==> config.mk <==
export PLATFORM = sky130hd
export DESIGN_NAME = fwd_result_pipe
export DESIGN_NICKNAME = d
export VERILOG_FILES = /design/src/rtl/fwd_result_pipe.sv
export SDC_FILE = /design/constraint.sdc
export NUM_CORES = 1
export LEC_CHECK = 0
export ABC_CLOCK_PERIOD_IN_PS = 5450
export BUFFER_PORTS_ARGS = -buffer_cell sky130_fd_sc_hd__buf_2
export CORE_MARGIN = 5
export CORE_UTILIZATION = 58
export DETAILED_ROUTE_END_ITERATION = 8
export HOLD_SLACK_MARGIN = 0.12
export PLACE_DENSITY = 0.92
export SYNTH_ARGS = -nofsm -noshare
export SYNTH_HDL_FRONTEND = slang
export SYNTH_SLANG_ARGS = --single-unit
export TNS_END_PERCENT = 30
==> constraint.sdc <==
create_clock -name clk -period 5.45 [get_ports clk]
set_input_delay 0.8175 -clock clk [delete_from_list [all_inputs] [get_ports clk]]
set_output_delay 0.8175 -clock clk [all_outputs]
set_load 0.03 [all_outputs]
==> src/rtl/fwd_result_pipe.sv <==
// Two-slot MEM/WB result pipeline with operand forwarding, load-use pending
// detection and register-file write ports.
module fwd_result_pipe #(
  parameter int unsigned DATA_WIDTH    = 32,
  parameter int unsigned RF_ADDR_WIDTH = 5
) (
  input  logic                     clk,
  input  logic                     rst_n,
  input  logic                     stall,
  input  logic                     flush,
  input  logic                     ex0_valid,
  input  logic                     ex0_wen,
  input  logic                     ex0_ld,
  input  logic [RF_ADDR_WIDTH-1:0] ex0_rdaddr,
  input  logic [DATA_WIDTH-1:0]    ex0_data,
  input  logic                     ex1_valid,
  input  logic                     ex1_wen,
  input  logic [RF_ADDR_WIDTH-1:0] ex1_rdaddr,
  input  logic [DATA_WIDTH-1:0]    ex1_data,
  input  logic                     mem_ld_valid,
  input  logic [DATA_WIDTH-1:0]    mem_ld_data,
  input  logic [RF_ADDR_WIDTH-1:0] q_addr [0:3],
  output logic                     q_hit  [0:3],
  output logic [DATA_WIDTH-1:0]    q_data [0:3],
  output logic                     ld_wait,
  output logic                     fwd_stall,
  output logic                     wb0_wen,
  output logic [RF_ADDR_WIDTH-1:0] wb0_addr,
  output logic [DATA_WIDTH-1:0]    wb0_data,
  output logic                     wb1_wen,
  output logic [RF_ADDR_WIDTH-1:0] wb1_addr,
  output logic [DATA_WIDTH-1:0]    wb1_data
);

  localparam int unsigned NQ = 4;

  logic                     mem0_valid, mem0_wen, mem0_ld;
  logic [RF_ADDR_WIDTH-1:0] mem0_addr;
  logic [DATA_WIDTH-1:0]    mem0_data;
  logic                     mem1_valid, mem1_wen;
  logic [RF_ADDR_WIDTH-1:0] mem1_addr;
  logic [DATA_WIDTH-1:0]    mem1_data;
  logic                     wb0_v, wb0_we, wb1_v, wb1_we;
  logic [RF_ADDR_WIDTH-1:0] wb0_a, wb1_a;
  logic [DATA_WIDTH-1:0]    wb0_d, wb1_d;

  logic            hold;
  logic            mem0_live, mem1_live, wb0_live, wb1_live;
  logic [NQ-1:0]   pend;

  assign ld_wait   = mem0_valid & mem0_ld & ~mem_ld_valid;
  assign hold      = stall | ld_wait;
  assign mem0_live = mem0_valid & mem0_wen & (|mem0_addr);
  assign mem1_live = mem1_valid & mem1_wen & (|mem1_addr);
  assign wb0_live  = wb0_v & wb0_we & (|wb0_a);
  assign wb1_live  = wb1_v & wb1_we & (|wb1_a);

  // Stage advance; flush overrides hold and a still-waiting load retires without a write.
  always_ff @(posedge clk or negedge rst_n) begin
    if (!rst_n) begin
      mem0_valid <= 1'b0;
      mem0_wen   <= 1'b0;
      mem0_ld    <= 1'b0;
      mem0_addr  <= '0;
      mem0_data  <= '0;
      mem1_valid <= 1'b0;
      mem1_wen   <= 1'b0;
      mem1_addr  <= '0;
      mem1_data  <= '0;
      wb0_v      <= 1'b0;
      wb0_we     <= 1'b0;
      wb0_a      <= '0;
      wb0_d      <= '0;
      wb1_v      <= 1'b0;
      wb1_we     <= 1'b0;
      wb1_a      <= '0;
      wb1_d      <= '0;
    end else if (flush || !hold) begin
      wb0_v      <= mem0_valid;
      wb0_we     <= mem0_wen & ~ld_wait;
      wb0_a      <= mem0_addr;
      wb0_d      <= mem0_ld ? mem_ld_data : mem0_data;
      wb1_v      <= mem1_valid;
      wb1_we     <= mem1_wen;
      wb1_a      <= mem1_addr;
      wb1_d      <= mem1_data;
      mem0_valid <= ex0_valid & ~flush;
      mem0_wen   <= ex0_wen;
      mem0_ld    <= ex0_ld & ~flush;
      mem0_addr  <= ex0_rdaddr;
      mem0_data  <= ex0_data;
      mem1_valid <= ex1_valid & ~flush;
      mem1_wen   <= ex1_wen;
      mem1_addr  <= ex1_rdaddr;
      mem1_data  <= ex1_data;
    end
  end

  // Forwarding match, youngest first: MEM1, MEM0, WB1, WB0.
  always_comb begin
    pend = '0;
    for (int k = 0; k < NQ; k++) begin
      q_hit[k]  = 1'b0;
      q_data[k] = '0;
      if (q_addr[k] != '0) begin
        if (mem1_live && mem1_addr == q_addr[k]) begin
          q_hit[k]  = 1'b1;
          q_data[k] = mem1_data;
        end else if (mem0_live && mem0_addr == q_addr[k]) begin
          q_hit[k] = 1'b1;
          if (!mem0_ld)
            q_data[k] = mem0_data;
          else if (mem_ld_valid)
            q_data[k] = mem_ld_data;
          else
            pend[k] = 1'b1;
        end else if (wb1_live && wb1_a == q_addr[k]) begin
          q_hit[k]  = 1'b1;
          q_data[k] = wb1_d;
        end else if (wb0_live && wb0_a == q_addr[k]) begin
          q_hit[k]  = 1'b1;
          q_data[k] = wb0_d;
        end
      end
    end
  end

  assign fwd_stall = |pend;

  assign wb0_wen  = wb0_live & ~hold;
  assign wb0_addr = wb0_a;
  assign wb0_data = wb0_d;
  assign wb1_wen  = wb1_live & ~hold;
  assign wb1_addr = wb1_a;
  assign wb1_data = wb1_d;

endmodule

==> results.json <==
{
  "wl_um": 49200,
  "outcome": "finished, final reports clean",
  "synth_most_common_cell": "dfrtp_1",
  "r2r_setup_slack_ns": 2.51,
  "setup_viol_count_final": 0,
  "core_area_um2": 20900,
  "avgSynthCellArea_um2": 8.76,
  "r2r_end": "mem1_data[6]",
  "ys_types": 52,
  "port_buffers": 345,
  "h-tree-depth": 4,
  "grt.overflow.total": 0,
  "synth_edf_count": 0,
  "synth_cells": 1397,
  "first_iter_violations": 2254,
  "cts_buffers": 17,
  "drc": 0,
  "layout.nets": 1761,
  "syn_area_um2": 12200,
  "worst_slew_pin_slew_ns": 1.07,
  "cts_max_path_buffers": 2,
  "vdd_drop_max_v": 0.000179,
  "grt_max_degree": 190,
  "drv_slew": 0,
  "dp_slack_ns": 1.26,
  "layout.cells.non_filler": 1915,
  "worstPathMaxFanout": 29,
  "rsz0062_at_grt": "no",
  "dieWidth_um": 155,
  "p_per_area_nw_per_um2": 250,
  "synth_flop_cell": "dfrtp_1",
  "place_hpwl_um": 32300,
  "p_leak_nw": 6.81,
  "seq_area_frac_synth": 0.321,
  "gp_congestion": 0.988,
  "crit_type": "reg2out",
  "firstDrtPassIters": 8,
  "synth_seq_cells": 157,
  "drv_cap": 0,
  "post_cts_buffers": 0,
  "place_inst": 1881,
  "track_usage": 0.395,
  "worst_clock_skew_ns": 0.0126,
  "io_pins": 346,
  "drive_above_1_share": 0.355,
  "synth_nets": 1533,
  "ys_warn_count": 0,
  "critical_path_arrival_ns": 3.82,
  "clock_latency_ns": 0.44,
  "start_kind": "flop",
  "ctsResizeCount": 0,
  "layout_setup_ws_ns": 0.816,
  "initial_core_util": 0.586,
  "fin_crit_ns": 4.63,
  "async_reset_ff_frac": 1.00,
  "clk_pin_slew_ns": 0.06,
  "fmax_mhz": 216,
  "hold_violations": 0,
  "crit_required_ns": 4.63,
  "relSlewSlack": 0.282,
  "crit_path_end_kind": "output pin",
  "synth_largest_area_cell": "dfrtp_1",
  "cts.sinks": 157,
  "grt_pass1_wl_um": 75100,
  "viasPerCell": 7.15,
  "synth_commonest_cells": "dfrtp_1 (157), nand2_1 (130), mux2_2 (120), clkbuf_1 (95), a211oi_1 (86)",
  "area_growth_syn_to_layout_pct": 18.8,
  "rows": 53,
  "grt_pass1_vias": 13300,
  "cts_hold_buf": 0,
  "synth_top_area_share": 0.321,
  "antenna_found_initial": 4,
  "hold_path.class": "in2async",
  "ant_nets": 0,
  "die-area_um2": 24100,
  "wl_per_cell_um": 25.7,
  "n_fill_cell": 1630,
  "synthTopCellsByArea": "dfrtp_1 (32%), mux2_2 (11%), a211oi_1 (5.3%)",
  "reg2regPathDepth": 6,
  "ctsRootBufferMaster": "clkbuf_16",
  "period_share": 0.850,
  "tritoncts": "yes",
  "dr_total_vias": 13700,
  "die_h_um": 155,
  "final.setup.tns_ns": 0,
  "reg2reg_from": "mem0_ld"
}
[kinds of logic after synthesis]
kind of cell / Yosys count / synth area share
flip-flops: 157 / 0.321
AND/OR/NAND/NOR: 429 / 0.176
multiplexers: 132 / 0.120
buffers and inverters: 169 / 0.0636
XOR/XNOR: 80 / 0.0573
AO/OA/AOI/OAI: 430 / 0.262
[placed cells by master, fill, tap and decap left out, types with 3 or more instances in the layout]
master / n
nor2b_1: 35
a22oi_1: 17
a31oi_1: 7
o21ai_1: 43
mux2i_1: 12
a221oi_2: 21
xnor2_1: 50
or4_1: 5
a21oi_1: 74
a211o_1: 62
and2_1: 32
bufinv_16: 3
a311oi_1: 3
a221oi_1: 64
xor2_1: 30
buf_4: 29
a211oi_1: 86
nand2_1: 130
mux2_2: 120
nor4_1: 3
inv_6: 4
buf_2: 344
a21o_1: 3
nor2_4: 4
and3_1: 29
nor2_1: 64
dfrtp_1: 156
nor4_4: 5
nand3_1: 80
nor3_2: 4
nor4_2: 3
clkbuf_16: 17
diode_2: 3
nand4_1: 12
o21ai_0: 39
nor3_1: 5
[area by class of cell]
class / count / area [um2] / area share
multi-input combinational: 1071 / 7640 / 0.526
sequential: 157 / 3930 / 0.270
timing repair buffer: 376 / 1990 / 0.137
clock buffer: 18 / 429 / 0.0295
tap: 275 / 344 / 0.0237
clock inverter: 13 / 180 / 0.0124
inverter: 2 / 7.51 / 0.000517
antenna: 3 / 7.51 / 0.000517
[through the flow]
step                hold slack [ns]   util  area (um2)  power [mW]
finish                        0.374  0.696       14500        3.63
global route                  0.423  0.696       14500        3.74
CTS                           0.395  0.695       14500        3.61
detailed placement            0.484  0.666       13900        2.34
global placement              0.479  0.666       13900        2.31
floorplan                     0.471      -       12200        2.00
[how the worst max path moves through the flow]
stage                       startpoint  slack, ns           to
after global routing      mem1_addr[2]       0.78  q_data[126]
after CTS                 mem0_addr[0]       0.95    fwd_stall
after detailed placement    q_addr[18]       1.26  q_data[103]
after floorplan              q_addr[7]       1.75   q_data[60]
after global placement      q_addr[12]       1.34    fwd_stall
final                     mem0_addr[0]       0.82    fwd_stall
[layer usage]
metal,part of all wire,global-route usage
met5,0.00026,0
met4,0.070,0.230
met3,0.15,0.126
met2,0.44,0.598
met1,0.34,0.495
[worst max-delay path, stage by stage, from the launching register on]
cell     delay (ns)
dfrtp_1        0.55
inv_1          0.20
a21oi_2        0.65
and3_2         0.89
and2_4         0.65
o41a_1         0.22
buf_2          0.20
[power by group]
| part | internal [mW] | switching, mW | leakage, nW |
|---|---|---|---|
| Combinational | 0.304 | 0.533 | 4.67 |
| Clock | 0.733 | 0.555 | 0.292 |
| Sequential | 1.28 | 0.223 | 1.85 |
| Total | 2.32 | 1.31 | 6.81 |
[flip-flops by register name (all words and copies together), names as in the netlist, 5 cells and up]
signal	cells
mem0_addr	5
mem0_data	32
mem1_addr	5
mem1_data	32
wb0_addr	5
wb0_data	32
wb1_addr	5
wb1_data	32
(Power assumes the default switching activity.)
